**config.mk**
```make
export PLATFORM = sky130hd
export DESIGN_NAME = sdram_fifo_sched_flat
export DESIGN_NICKNAME = d
export VERILOG_FILES = /design/src/rtl/sdram_fifo_sched_if.sv /design/src/rtl/sdram_fifo_sched.sv /design/src/flat_wrapper.sv
export SDC_FILE = /design/constraint.sdc
export NUM_CORES = 1
export LEC_CHECK = 0
export CORE_MARGIN = 2
export CORE_UTILIZATION = 47
export CTS_CLUSTER_DIAMETER = 200
export CTS_CLUSTER_SIZE = 20
export DETAILED_ROUTE_END_ITERATION = 8
export GPL_TIMING_DRIVEN = 0
export PLACE_DENSITY = 0.91
export SETUP_SLACK_MARGIN = 0.5
export SLEW_MARGIN = 40
export SYNTH_ARGS = -nofsm -noshare
export SYNTH_HDL_FRONTEND = slang
export SYNTH_SLANG_ARGS = --single-unit
```
**constraint.sdc**
```tcl
create_clock -name sys_clk -period 3.1 [get_ports sys_clk]
set_input_delay 0.62 -clock sys_clk [delete_from_list [all_inputs] [get_ports sys_clk]]
set_output_delay 0.62 -clock sys_clk [all_outputs]
set_load 0.03 [all_outputs]
```
**src/rtl/sdram_fifo_sched_if.sv**
```systemverilog
// Burst request/grant handshake between the FIFO scheduler (master) and the SDRAM arbiter (slave).
interface sdram_fifo_sched_if #(
  parameter int ADDR_W = 24
);
  logic              wr_req;
  logic [ADDR_W-1:0] wr_start;
  logic              wr_en;
  logic              wr_end;
  logic              rd_req;
  logic [ADDR_W-1:0] rd_start;
  logic              rd_en;
  logic              rd_end;

  modport master (
    output wr_req, wr_start, rd_req, rd_start,
    input  wr_en, wr_end, rd_en, rd_end
  );

  modport slave (
    input  wr_req, wr_start, rd_req, rd_start,
    output wr_en, wr_end, rd_en, rd_end
  );
endinterface

```
**src/rtl/sdram_fifo_sched.sv**
```systemverilog
// Burst scheduler: watches the user FIFO levels, issues one write/read burst request at a time and
// manages the circular SDRAM buffer pointers plus the count of stored bursts.
module sdram_fifo_sched #(
  parameter int                 ADDR_W    = 24,
  parameter int                 FIFO_W    = 10,
  parameter logic [FIFO_W-1:0]  BURST_LEN = 10'd256,
  parameter logic [ADDR_W-1:0]  ADDR_MIN  = 24'h000000,
  parameter logic [ADDR_W-1:0]  ADDR_MAX  = 24'hFFFF00,
  parameter int                 CNT_W     = 17
) (
  input  logic              sys_clk,
  input  logic              sys_rst,
  input  logic              init_end,
  input  logic              sched_clr,
  input  logic              rd_enable,
  input  logic [FIFO_W-1:0] wfifo_level,
  input  logic [FIFO_W-1:0] rfifo_level,
  input  logic [FIFO_W-1:0] rfifo_depth,
  sdram_fifo_sched_if.master arb,
  output logic [CNT_W-1:0]  burst_cnt,
  output logic              buf_full,
  output logic              buf_empty
);

  localparam logic [ADDR_W-1:0] BURST_A  = ADDR_W'(BURST_LEN);
  localparam logic [CNT_W-1:0]  CAPACITY = CNT_W'(((ADDR_MAX - ADDR_MIN) / BURST_A) + ADDR_W'(1));

  localparam logic [2:0] S_WAIT_INIT = 3'd0;
  localparam logic [2:0] S_IDLE      = 3'd1;
  localparam logic [2:0] S_WR_REQ    = 3'd2;
  localparam logic [2:0] S_WR_RUN    = 3'd3;
  localparam logic [2:0] S_RD_REQ    = 3'd4;
  localparam logic [2:0] S_RD_RUN    = 3'd5;

  logic [2:0]        state_q, state_d;
  logic              wr_req_q, wr_req_d;
  logic              rd_req_q, rd_req_d;
  logic [ADDR_W-1:0] wr_start_q, wr_start_d;
  logic [ADDR_W-1:0] rd_start_q, rd_start_d;
  logic [CNT_W-1:0]  cnt_q, cnt_d;
  logic              full_q, full_d;
  logic              empty_q, empty_d;
  logic              last_wr_q, last_wr_d;
  logic              clr_pend_q, clr_pend_d;

  logic              wr_ok, rd_ok, in_run, end_now, clr_now;
  logic [FIFO_W-1:0] rd_room;

  always_comb begin
    state_d    = state_q;
    wr_req_d   = wr_req_q;
    rd_req_d   = rd_req_q;
    wr_start_d = wr_start_q;
    rd_start_d = rd_start_q;
    cnt_d      = cnt_q;
    last_wr_d  = last_wr_q;
    clr_pend_d = clr_pend_q;

    rd_room = rfifo_depth - rfifo_level;
    wr_ok   = (wfifo_level >= BURST_LEN) && !full_q;
    rd_ok   = rd_enable && !empty_q && (rd_room >= BURST_LEN);
    in_run  = (state_q == S_WR_RUN) || (state_q == S_RD_RUN);
    end_now = ((state_q == S_WR_RUN) && arb.wr_end) || ((state_q == S_RD_RUN) && arb.rd_end);

    case (state_q)
      S_WAIT_INIT: if (init_end) state_d = S_IDLE;
      S_IDLE: begin
        // On contention serve whichever direction was not served last.
        if (wr_ok && (!rd_ok || !last_wr_q)) begin
          state_d  = S_WR_REQ;
          wr_req_d = 1'b1;
        end else if (rd_ok) begin
          state_d  = S_RD_REQ;
          rd_req_d = 1'b1;
        end
      end
      S_WR_REQ: if (arb.wr_en) begin
        wr_req_d = 1'b0;
        state_d  = S_WR_RUN;
      end
      S_WR_RUN: if (arb.wr_end) begin
        state_d    = S_IDLE;
        wr_start_d = (wr_start_q == ADDR_MAX) ? ADDR_MIN : wr_start_q + BURST_A;
        if (!full_q) cnt_d = cnt_q + CNT_W'(1);
        last_wr_d  = 1'b1;
      end
      S_RD_REQ: if (arb.rd_en) begin
        rd_req_d = 1'b0;
        state_d  = S_RD_RUN;
      end
      S_RD_RUN: if (arb.rd_end) begin
        state_d    = S_IDLE;
        rd_start_d = (rd_start_q == ADDR_MAX) ? ADDR_MIN : rd_start_q + BURST_A;
        if (!empty_q) cnt_d = cnt_q - CNT_W'(1);
        last_wr_d  = 1'b0;
      end
      default: state_d = S_WAIT_INIT;
    endcase

    // A flush during a running burst waits for that burst to finish and then discards its update.
    clr_now = in_run ? (end_now && (clr_pend_q || sched_clr)) : sched_clr;
    if (in_run && sched_clr && !end_now) clr_pend_d = 1'b1;
    if (clr_now) begin
      state_d    = (state_q == S_WAIT_INIT) ? S_WAIT_INIT : S_IDLE;
      wr_req_d   = 1'b0;
      rd_req_d   = 1'b0;
      wr_start_d = ADDR_MIN;
      rd_start_d = ADDR_MIN;
      cnt_d      = '0;
      clr_pend_d = 1'b0;
    end

    full_d  = (cnt_d == CAPACITY);
    empty_d = (cnt_d == '0);
  end

  always_ff @(posedge sys_clk) begin
    if (sys_rst) begin
      state_q    <= S_WAIT_INIT;
      wr_req_q   <= 1'b0;
      rd_req_q   <= 1'b0;
      wr_start_q <= ADDR_MIN;
      rd_start_q <= ADDR_MIN;
      cnt_q      <= '0;
      full_q     <= 1'b0;
      empty_q    <= 1'b1;
      last_wr_q  <= 1'b0;
      clr_pend_q <= 1'b0;
    end else begin
      state_q    <= state_d;
      wr_req_q   <= wr_req_d;
      rd_req_q   <= rd_req_d;
      wr_start_q <= wr_start_d;
      rd_start_q <= rd_start_d;
      cnt_q      <= cnt_d;
      full_q     <= full_d;
      empty_q    <= empty_d;
      last_wr_q  <= last_wr_d;
      clr_pend_q <= clr_pend_d;
    end
  end

  assign arb.wr_req   = wr_req_q;
  assign arb.wr_start = wr_start_q;
  assign arb.rd_req   = rd_req_q;
  assign arb.rd_start = rd_start_q;
  assign burst_cnt    = cnt_q;
  assign buf_full     = full_q;
  assign buf_empty    = empty_q;

endmodule

```
**src/flat_wrapper.sv**
```systemverilog
// flat-port wrapper written by rule: the top's interface ports become plain ports
module sdram_fifo_sched_flat 
#(
  parameter int                 ADDR_W    = 24,
  parameter int                 FIFO_W    = 10,
  parameter logic [FIFO_W-1:0]  BURST_LEN = 10'd256,
  parameter logic [ADDR_W-1:0]  ADDR_MIN  = 24'h000000,
  parameter logic [ADDR_W-1:0]  ADDR_MAX  = 24'hFFFF00,
  parameter int                 CNT_W     = 17
)
  (sys_clk, sys_rst, init_end, sched_clr, rd_enable, wfifo_level, rfifo_level, rfifo_depth, burst_cnt, buf_full, buf_empty, arb_wr_req, arb_wr_start, arb_rd_req, arb_rd_start, arb_wr_en, arb_wr_end, arb_rd_en, arb_rd_end);
  sdram_fifo_sched_if #(.ADDR_W(ADDR_W)) arb_i ();
  input  logic sys_clk;
  input  logic sys_rst;
  input  logic init_end;
  input  logic sched_clr;
  input  logic rd_enable;
  input  logic [FIFO_W-1:0] wfifo_level;
  input  logic [FIFO_W-1:0] rfifo_level;
  input  logic [FIFO_W-1:0] rfifo_depth;
  output logic [CNT_W-1:0] burst_cnt;
  output logic buf_full;
  output logic buf_empty;
  output wire logic [$bits(arb_i.wr_req)-1:0] arb_wr_req;
  output wire logic [$bits(arb_i.wr_start)-1:0] arb_wr_start;
  output wire logic [$bits(arb_i.rd_req)-1:0] arb_rd_req;
  output wire logic [$bits(arb_i.rd_start)-1:0] arb_rd_start;
  input wire logic [$bits(arb_i.wr_en)-1:0] arb_wr_en;
  input wire logic [$bits(arb_i.wr_end)-1:0] arb_wr_end;
  input wire logic [$bits(arb_i.rd_en)-1:0] arb_rd_en;
  input wire logic [$bits(arb_i.rd_end)-1:0] arb_rd_end;
  assign arb_wr_req = arb_i.wr_req;
  assign arb_wr_start = arb_i.wr_start;
  assign arb_rd_req = arb_i.rd_req;
  assign arb_rd_start = arb_i.rd_start;
  assign arb_i.wr_en = arb_wr_en;
  assign arb_i.wr_end = arb_wr_end;
  assign arb_i.rd_en = arb_rd_en;
  assign arb_i.rd_end = arb_rd_end;
  sdram_fifo_sched #(.ADDR_W(ADDR_W), .FIFO_W(FIFO_W), .BURST_LEN(BURST_LEN), .ADDR_MIN(ADDR_MIN), .ADDR_MAX(ADDR_MAX), .CNT_W(CNT_W)) u_core (.sys_clk(sys_clk), .sys_rst(sys_rst), .init_end(init_end), .sched_clr(sched_clr), .rd_enable(rd_enable), .wfifo_level(wfifo_level), .rfifo_level(rfifo_level), .rfifo_depth(rfifo_depth), .arb(arb_i), .burst_cnt(burst_cnt), .buf_full(buf_full), .buf_empty(buf_empty));
endmodule
```
[After elaboration in Yosys (flattened, before gate mapping)]
Index checks and enable logic that the tools add are counted.
Word-level totals
  register bits: 74
  bits of input ports: 39
  output and inout bits: 69
  logic and storage cells: 97
Cells by class
  add/subtract/negate cells: 5
  $lt $le $gt $ge: 2
  equal/unequal tests: 21
  multiplexer cells: 29
  reduce and logical (&&, ||, !) cells: 30
Operators by type and width (count)
  $mux 17: 5
  $add 24x9->24 const B: 2
  $eq 24x24->1 const B: 2
  $mux 24: 2
  $pmux 17 s2: 1
  $mux 3: 8
  $ge 10x9->1 const B: 2
  $pmux 3 s6: 1
  $add 17x1->17 const B: 1
  $eq 17x17->1 const B: 1
  $logic_not 17->1: 1
  $sub 17x1->17 const B: 1
  $ne 3x2->1 const B: 5
  $ne 2x2->1 const B: 5
  $sub 10x10->10: 1
  $logic_and 1x1->1: 9
  $mux 1: 9
  $eq 3x2->1 const B: 2
  $eq 3x3->1 const B: 2
  $pmux 1 s2: 3
  $reduce_and 3->1: 2
  $reduce_and 6->1: 1
  $reduce_bool 2->1: 3
  $logic_not 1->1: 5
  other kinds (8): 13

[Depth between registers and ports, before layout]
Gate-level depths: netlist (run 1).
  depth in word-level cells: 9
  mapped depth: 10
  mapped depth without buffers: 10

[Worst setup path before layout (run 1)]
Ideal clock, no wire load.
  path kind: input to register
  from: input port rfifo_level[5]
  to: register u_core.state_q[1]
  library setup time: 0.140 ns
  arrival time: 2.253 ns
  data required time: 2.960 ns
  setup slack: 0.708 ns
  stages on the path: 8
  path buffers: 0
  path through: inv_1 -> ha_1 -> a21o_1 -> a221oi_1 -> o21a_1 -> o211ai_1 -> o41ai_1 -> a221oi_1
On the way
  longest elaborated chain between the ends: 9
  elaborated cells between the ends (all ways): 11
  those cells by class: add/sub: 1; order compare: 1; eq/ne: 1; mux: 3; reduce/logical: 5
Ends and longest elaborated chain
  start: declaration: RTL line flat_wrapper.sv:19  | input logic [FIFO_W-1:0] rfifo_level;
  $sub 10x10->10 (*): RTL line sdram_fifo_sched.sv:59  | rd_room = rfifo_depth - rfifo_level;
  $ge 10x9->1 (*): RTL line sdram_fifo_sched.sv:61  | rd_ok = rd_enable && !empty_q && (rd_room >= BURST_LEN);
  $logic_and 1x1->1 (*): RTL line sdram_fifo_sched.sv:61
  $logic_not 1->1: RTL line sdram_fifo_sched.sv:69  | if (wr_ok && (!rd_ok || !last_wr_q)) begin
  $logic_or 1x1->1: RTL line sdram_fifo_sched.sv:69
  $logic_and 1x1->1: RTL line sdram_fifo_sched.sv:69
  $mux 3: RTL line sdram_fifo_sched.sv:69
  $pmux 3 s6: RTL line sdram_fifo_sched.sv:65  | case (state_q)
  $mux 3: RTL line sdram_fifo_sched.sv:103  | if (clr_now) begin
  end signal: assignment: RTL line sdram_fifo_sched.sv:130  | state_q <= state_d;
  end: declaration: RTL line sdram_fifo_sched.sv:35  | logic [2:0] state_q, state_d;
Every way passes the cells marked *; elsewhere a longest branch is shown, timed or not.
A chain may end at the register's enable or synchronous reset.

[Final worst setup path (run 1)]
  from: input port rfifo_depth[5]
  to: register u_core.state_q[1]
On the way
  longest elaborated chain between the ends: 9
  elaborated cells between the ends (all ways): 11
  those cells by class: add/sub: 1; order compare: 1; eq/ne: 1; mux: 3; reduce/logical: 5
Ends and longest elaborated chain
  start: declaration: RTL line flat_wrapper.sv:20  | input logic [FIFO_W-1:0] rfifo_depth;
  $sub 10x10->10 (*): RTL line sdram_fifo_sched.sv:59
  $ge 10x9->1 (*): RTL line sdram_fifo_sched.sv:61
  $logic_and 1x1->1 (*): RTL line sdram_fifo_sched.sv:61
  $logic_not 1->1: RTL line sdram_fifo_sched.sv:69
  $logic_or 1x1->1: RTL line sdram_fifo_sched.sv:69
  $logic_and 1x1->1: RTL line sdram_fifo_sched.sv:69
  $mux 3: RTL line sdram_fifo_sched.sv:69
  $pmux 3 s6: RTL line sdram_fifo_sched.sv:65
  $mux 3: RTL line sdram_fifo_sched.sv:103
Marked as above.

==> results of run 1 <==
-- layout make-up --
| class | count | area, um2 |
|---|---|---|
| well taps | 99 | 123.9 |
| multi-input cells | 341 | 2196 |
| clock buffers | 11 | 141.4 |
| flip-flops and latches | 58 | 1164 |
| repair buffers | 83 | 829.5 |
| fillers | 586 | 2407 |
| plain buffers | 32 | 192.7 |
| clock inverters | 5 | 77.57 |
| inverters | 22 | 82.58 |
-- worst max-delay path by stage --
stage	end	cells after the start
global placement	u_core.state_q[1]	9
global route	u_core.buf_empty	8
CTS	u_core.state_q[1]	9
detailed placement	u_core.state_q[1]	9
floorplan	u_core.state_q[1]	8
finish	u_core.state_q[1]	8
-- power breakdown --
part / leakage (nW) / internal [mW] / switching, mW
registers: 0.468 / 0.748 / 0.00163
clock network: 0.109 / 0.472 / 0.302
logic: 1.24 / 0.0924 / 0.114
total: 1.82 / 1.31 / 0.417
-- worst max-delay path, cell delays in order --
cell and delay (ns):
clkdlybuf4s50_1 0.52, ha_4 0.22, a21o_1 0.18, a221oi_4 0.29, o21a_1 0.16, o211ai_1 0.17
o41ai_2 0.47, a221oi_1 0.13
-- cell families (layout without fill, tap and decap cells) --
group | count (synthesis) | after routing | share of synthesized area, %
DFF | 58 | 58 | 33.42
adders and majority gates | 12 | 12 | 4.321
and+or+nand+nor | 203 | 203 | 30.72
buffers and inverters | 54 | 153 | 7.886
muxes | 1 | 1 | 0.2881
AOI/OAI and AO/OA | 68 | 68 | 12.93
other | 1 | 16 | 0.1079
xor gates and xnor gates | 41 | 41 | 10.34
-- metal layers --
layer | vias to the layer above | GRT usage (%) | wire length, um
li1 | 1723 | - | -
met1 | 1677 | 28.22 | 3914
met2 | 174 | 40.91 | 4860
met3 | 44 | 4.610 | 641
met4 | 0 | 11.92 | 389
met5 | - | 0 | 0
-- through the flow --
stage	worst slack [ns]	hold WS, ns	instances	instance area [um2]	TNS, ns
2_1_floorplan	0.7076	0.4366	453	3531	0
3_3_place_gp	-0.01267	0.4445	634	4476	-0.01267
3_5_place_dp	-0.08346	0.4519	634	4476	-0.1690
4_1_cts	0.4841	0.4610	650	4732	0
5_1_grt	0.4834	0.4854	651	4807	0
6_report	0.5328	0.4604	651	4807	0
-- sequential cells by signal (all words and copies together), names as in the netlist --
register and count:
u_core.buf_empty 1, u_core.last_wr_q 1, u_core.arb.wr_req 1, u_core.clr_pend_q 1, u_core.arb.wr_start 16, u_core.buf_full 1
u_core.arb.rd_start 16, u_core.state_q 3, u_core.arb.rd_req 1, u_core.burst_cnt 17
-- synth_stat cells, types with 5 or more instances --
library cell  number  share of area [%]
and2_1             6                1.1
xor2_1            21                5.3
a21oi_1           10                1.4
clkbuf_1           8               0.86
nand3_1           12                1.7
nand2_1           31                3.3
buf_2              6               0.86
and3_1             9                1.6
nand4_1           11                2.0
o211ai_1           5                1.1
dfxtp_1           58                 33
nand2b_1          11                2.0
a31oi_1            6                1.1
or3_1              7                1.3
nor3_1            17                2.4
o21ai_0           12                1.7
o21ai_1            7                1.0
ha_1              12                4.3
inv_1             22                2.4
xnor2_1           20                5.0
buf_4             17                3.7
nor2_1            66                7.1
-- what timing repair did --
action                                  4_1_cts  5_1_grt
resized for setup                             9       13
endpoints found under the setup margin       15        6
buffers inserted                              0        1
pin swaps                                     0        6
endpoints found under the hold margin         0        0
cloned                                        0        0
==> results.tsv, run 1 <==
stage	metric	value	unit
outcome	status	completed	
timing	max_slew headroom	57.86	%
clock_tree	Worst-Skew Late Latency	0.34	ns
worst_setup_path	worst path required time	3.29	ns
floorplanning	core area	7214	um2
timing	Final Hold Viols	0	
global_routing	global-route wire length before repair	15760	um
worst_setup_path	WS Path Type	in2reg	
detailed_routing	Initial DRC Count	363	
worst_setup_path	R2R Path Start	u_core.burst_cnt[0]	
power_and_ir_drop	Pleak	1.819	nW
timing	Highest Clock Rate	389.5	MHz
floorplanning	Die X	89.98	um
detailed_routing	final wirelength	9805	um
yosys	synth warn	0	
clock_tree	TritonCTS clock tree	built	
clock_tree	Clock Sinks	58	
hold_path	WHS Path Cells	2	
timing	max-slew violations	0	
detailed_routing	drt drc	0	
clock_tree	Root Buffer Master	clkbuf_8	
clock_tree	H-tree Lvls	3	
timing	Worst-Margin Slew	0.6278	ns
power_and_ir_drop	Pwr Density	359.8	nW/um2
floorplanning	Die Y	89.98	um
worst_setup_path	Crit. Startpoint	rfifo_depth[5]	
flow_run	max-cap violations	0	
detailed_routing	WL/cell	15.06	um
clock_tree	clk buf depth	2	
final_layout	share of cells above drive strength 1	11.59	%
worst_setup_path	R2R cell count	8	
clock_tree	CTS Buf Count	9	
power_and_ir_drop	VDD IR-drop max	0.2905	mV
final_layout	commonest non-fill, non-tap cells in the layout	clkdlybuf4s50_1 (79), nor2_1 (66), dfxtp_1 (56), nand2_1 (31)	
floorplanning	FP Rows	31	
detailed_routing	vias	3618	
final_layout	commonest non-fill, non-tap cell in the layout	clkdlybuf4s50_1	
place	port bufs	82	
timing	clock skew	0.006899	ns
hold_path	class of the worst hold path	reg2reg	
timing	RSZ-0062 raised after global routing	no	
hold_path	worst min-delay path endpoint	u_core.arb.wr_req	
worst_setup_path	worst reg2reg path endpoint	u_core.buf_empty	
yosys	Cell variety after synth	56	
detailed_routing	Pre-Repair DR Iteration Count	5	
worst_setup_path	worst path arrival time	2.75	ns
global_routing	largest net degree at the start of global routing	11	
worst_setup_path	Crit. End Element	flip-flop	
global_routing	GRT Total Usage	23.74	%
yosys	mapped cell area	3475	um2
final_layout	fin util	66.63	%
global_routing	gr ovfl total	0	
floorplanning	area of the die	8096	um2
timing	post-route clock period utilization	82.81	%
global_routing	initial antenna violation count	0	
yosys	Synth Flop Type	dfxtp_1	
clock_tree	CTS Hold Buffers Added	0	
worst_setup_path	worst reg2reg setup slack	0.60	ns
yosys	Syn Inst Count	438	
detailed_routing	ANT nets after route	0	
timing	post-layout minimum cycle time	2.567	ns
floorplanning	I/O Pins	108	
place	DP Wirelength	7075	um
global_routing	vias in the first global route	3454	
yosys	ys async rst share	0	%
yosys	#FFs+latches synth	58	
final_layout	Layout Nets	598	
worst_setup_path	worst-path fanout max	3	
detailed_routing	Vias/cell	5.558	
yosys	Post-Syn Area per Cell	7.933	um2
timing	Final Setup Violations	0	
yosys	sequential-to-total area share from yosys stat	33.42	%
hold_path	hold_sp	u_core.arb.wr_req	
clock_tree	CTS clk-pin slew, worst paths	0.06	ns
power_and_ir_drop	Pwr Total	1.729	mW
yosys	EDFF count, synth	0	
floorplanning	Initial Util	48.16	%
place	RePlAce Congestion	1.009	
worst_setup_path	Startpoint Class	input port	
final_layout	Area Growth Syn to Fin	38.35	%
final_layout	# diodes	0	
No activity file was read; power rests on OpenSTA's default activity.
==> run 2: changes to the inputs <==
- CORE_UTILIZATION: 47 -> 43
- PLACE_DENSITY: 0.91 -> 0.88
- clock period: 3.1 -> 2.29 ns (I/O delays scaled with it)
==> results.tsv, run 2 (same netlist as run 1, synthesis figures left out) <==
stage	metric	value	unit	change
outcome	status	finished, violations left		
outcome	failing checks	negative setup slack		
place	DP Wirelength	7097	um	+0.31%
worst_setup_path	most used cell, CP	nand4_1		
timing	Final Setup Violations	2		+2
final_layout	Filler cells	482		-18%
clock_tree	Clock Sinks	58		unchanged
timing	Final Hold Viols	0		unchanged
final_layout	area occupied by multi-input gates	2839	um2	+29%
power_and_ir_drop	Pwr Density	408.8	nW/um2	+14%
flow_run	max-cap violations	0		unchanged
worst_setup_path	Crit. End Element	flip-flop		
detailed_routing	Initial DRC Count	405		+12%
floorplanning	area of the die	8815	um2	+8.9%
clock_tree	TritonCTS clock tree	built		
power_and_ir_drop	VDD IR-drop max	0.2724	mV	-6.2%
global_routing	largest net degree at the start of global routing	11		unchanged
final_layout	register area	1214	um2	+4.3%
power_and_ir_drop	clock share of power	41.9	%	-2.8 points
floorplanning	Die X	93.89	um	+4.3%
global_routing	GRT Total Usage	24.17	%	+0.43 points
detailed_routing	vias	4234		+17%
worst_setup_path	WS Path Type	reg2reg		
floorplanning	Die Y	93.89	um	+4.3%
power_and_ir_drop	switch share	28.05	%	+3.9 points
worst_setup_path	Worst Path Buf+Inv	1		unchanged
power_and_ir_drop	Pwr Total	2.426	mW	+40%
detailed_routing	WL/cell	19.87	um	+32%
timing	Min Hold Slack	0.4919	ns	+0.03144 ns
timing	post-route clock period utilization	104.5	%	
final_layout	final std cells w/o fill	708		+8.8%
global_routing	global-route wire length before repair	16930	um	+7.4%
power_and_ir_drop	Combinational Power Share	16.6	%	+4.7 points
global_routing	vias in the first global route	3568		+3.3%
clock_tree	H-tree Lvls	3		unchanged
final_layout	max FFs per register	17		unchanged
worst_setup_path	worst path arrival time	2.65	ns	-0.10 ns
power_and_ir_drop	register share of total power	41.5	%	-1.9 points
place	dpl ws	-0.6855	ns	-0.6020 ns
clock_tree	CTS clk-pin slew, worst paths	0.07	ns	about the same
clock_tree	Worst-Skew Late Latency	0.35	ns	about the same
timing	Highest Clock Rate	417.9	MHz	
floorplanning	Initial Util	44.73	%	-3.4 points
timing	RSZ-0062 raised after global routing	yes		
timing	max-slew violations	0		unchanged
detailed_routing	Vias/cell	5.980		+7.6%
global_routing	gr ovfl total	0		unchanged
clock_tree	Root Buffer Master	clkbuf_8		
worst_setup_path	worst path required time	2.54	ns	-0.75 ns
timing	final worst slack	-0.1030	ns	-0.6358 ns
worst_setup_path	CP max stage cell	nor4_4		
final_layout	share of cells above drive strength 1	41.91	%	+30 points
power_and_ir_drop	switching pwr	0.6804	mW	+63%
final_layout	commonest non-fill, non-tap cells in the layout	buf_4 (62), dlygate4sd2_1 (62), nor2_1 (48), dfxtp_1 (32), nand2_1 (27)		
clock_tree	clk buf depth	2		unchanged
timing	final setup TNS	-0.1594	ns	-0.1594 ns
place	placed inst area	4688	um2	+4.8%
place	RePlAce Congestion	0.8883		-12%
power_and_ir_drop	Pleak	2.552	nW	+40%
timing	post-layout minimum cycle time	2.393	ns	
place	placed cells	637		+0.47%
detailed_routing	ANT nets after route	0		unchanged
floorplanning	FP Rows	32		+3.2%
detailed_routing	drt drc	0		unchanged
final_layout	final instance area	5934	um2	+23%
worst_setup_path	Startpoint Class	flip-flop		
global_routing	initial antenna violation count	0		unchanged
power_and_ir_drop	internal power	1.746	mW	+33%
hold_path	class of the worst hold path	in2reg		
worst_setup_path	worst-path fanout max	9		+6
floorplanning	I/O Pins	108		unchanged
detailed_routing	Pre-Repair DR Iteration Count	6		+1
clock_tree	CTS Buf Count	9		unchanged
floorplanning	core area	7767	um2	+7.7%
final_layout	# diodes	0		unchanged
worst_setup_path	Worst path max stage delay	0.39	ns	-0.13 ns
worst_setup_path	Worst path top cell family by delay	simple AND/OR/NAND/NOR gates		
final_layout	fin util	76.40	%	+9.8 points
final_layout	Area Growth Syn to Fin	70.80	%	
place	port bufs	82		unchanged
clock_tree	CTS Hold Buffers Added	0		unchanged
worst_setup_path	CP Cell Sequence	buf_8 > nor4_4 > nand4_1 > nor4_1 > o21ai_1 > xor2_1 > nand4_1 > o31ai_2		
final_layout	Layout Nets	653		+9.2%
timing	clock skew	0.008519	ns	+0.001620 ns
detailed_routing	final wirelength	14070	um	+43%
## run 2: path summary, 6_finish.rpt
kind	startpoint	end	slack [ns]	cells after the start
worst max-delay path	u_core.burst_cnt[5]	u_core.buf_empty	-0.10	8
worst min-delay path	sys_rst	u_core.burst_cnt[11]	0.49	2
worst max register to register	u_core.burst_cnt[5]	u_core.buf_empty	-0.10	8
worst min register to register	u_core.arb.wr_req	u_core.arb.wr_req	0.50	2
## run 2: final cells by class
cell class / instances / area share, %
repair buffers: 137 / 19.52
flip-flops and latches: 58 / 20.45
clock buffers: 11 / 2.551
multi-input cells: 342 / 47.84
clock inverters: 4 / 0.8644
inverters: 22 / 1.560
well taps: 102 / 2.151
plain buffers: 32 / 5.060
## run 2: timing repair
action | 4_1_cts | 5_1_grt
pin swaps | 30 | 65
gates resized for setup | 158 | 129
setup endpoints to repair | 110 | 56
cloned | 1 | 2
buffers inserted | 10 | 43
## run 2: worst reg2reg max path, cell delays in order, from the launching register on
cell and delay [ns]:
dfxtp_4 0.35, buf_8 0.13, nor4_4 0.39, nand4_1 0.28
nor4_1 0.33, o21ai_1 0.12, xor2_1 0.21, nand4_1 0.19
o31ai_2 0.29
## run 2: power groups by stage
stage | combinational (mW) | clock, mW | sequential [mW]
2_1_floorplan | 0.176 | 0 | 1.03
3_3_place_gp | 0.264 | 0 | 1.03
3_5_place_dp | 0.270 | 0 | 1.03
4_1_cts | 0.314 | 0.987 | 1.01
5_1_grt | 0.423 | 1.05 | 1.01
6_report | 0.403 | 1.02 | 1.01
## run 2: per-layer routing
metal | global-route usage (%) | up-vias | routed length (um)
li1 | - | 1841 | -
met1 | 28.39 | 2000 | 5353
met2 | 41.85 | 310 | 6749
met3 | 4.494 | 83 | 1202
met4 | 12.20 | 0 | 763
met5 | 0 | - | 0
==> run 3: changes to the inputs <==
- SLEW_MARGIN: 40 -> 10
==> results of run 3 <==
Final layout, timing and power as in run 2 (identical DEF).
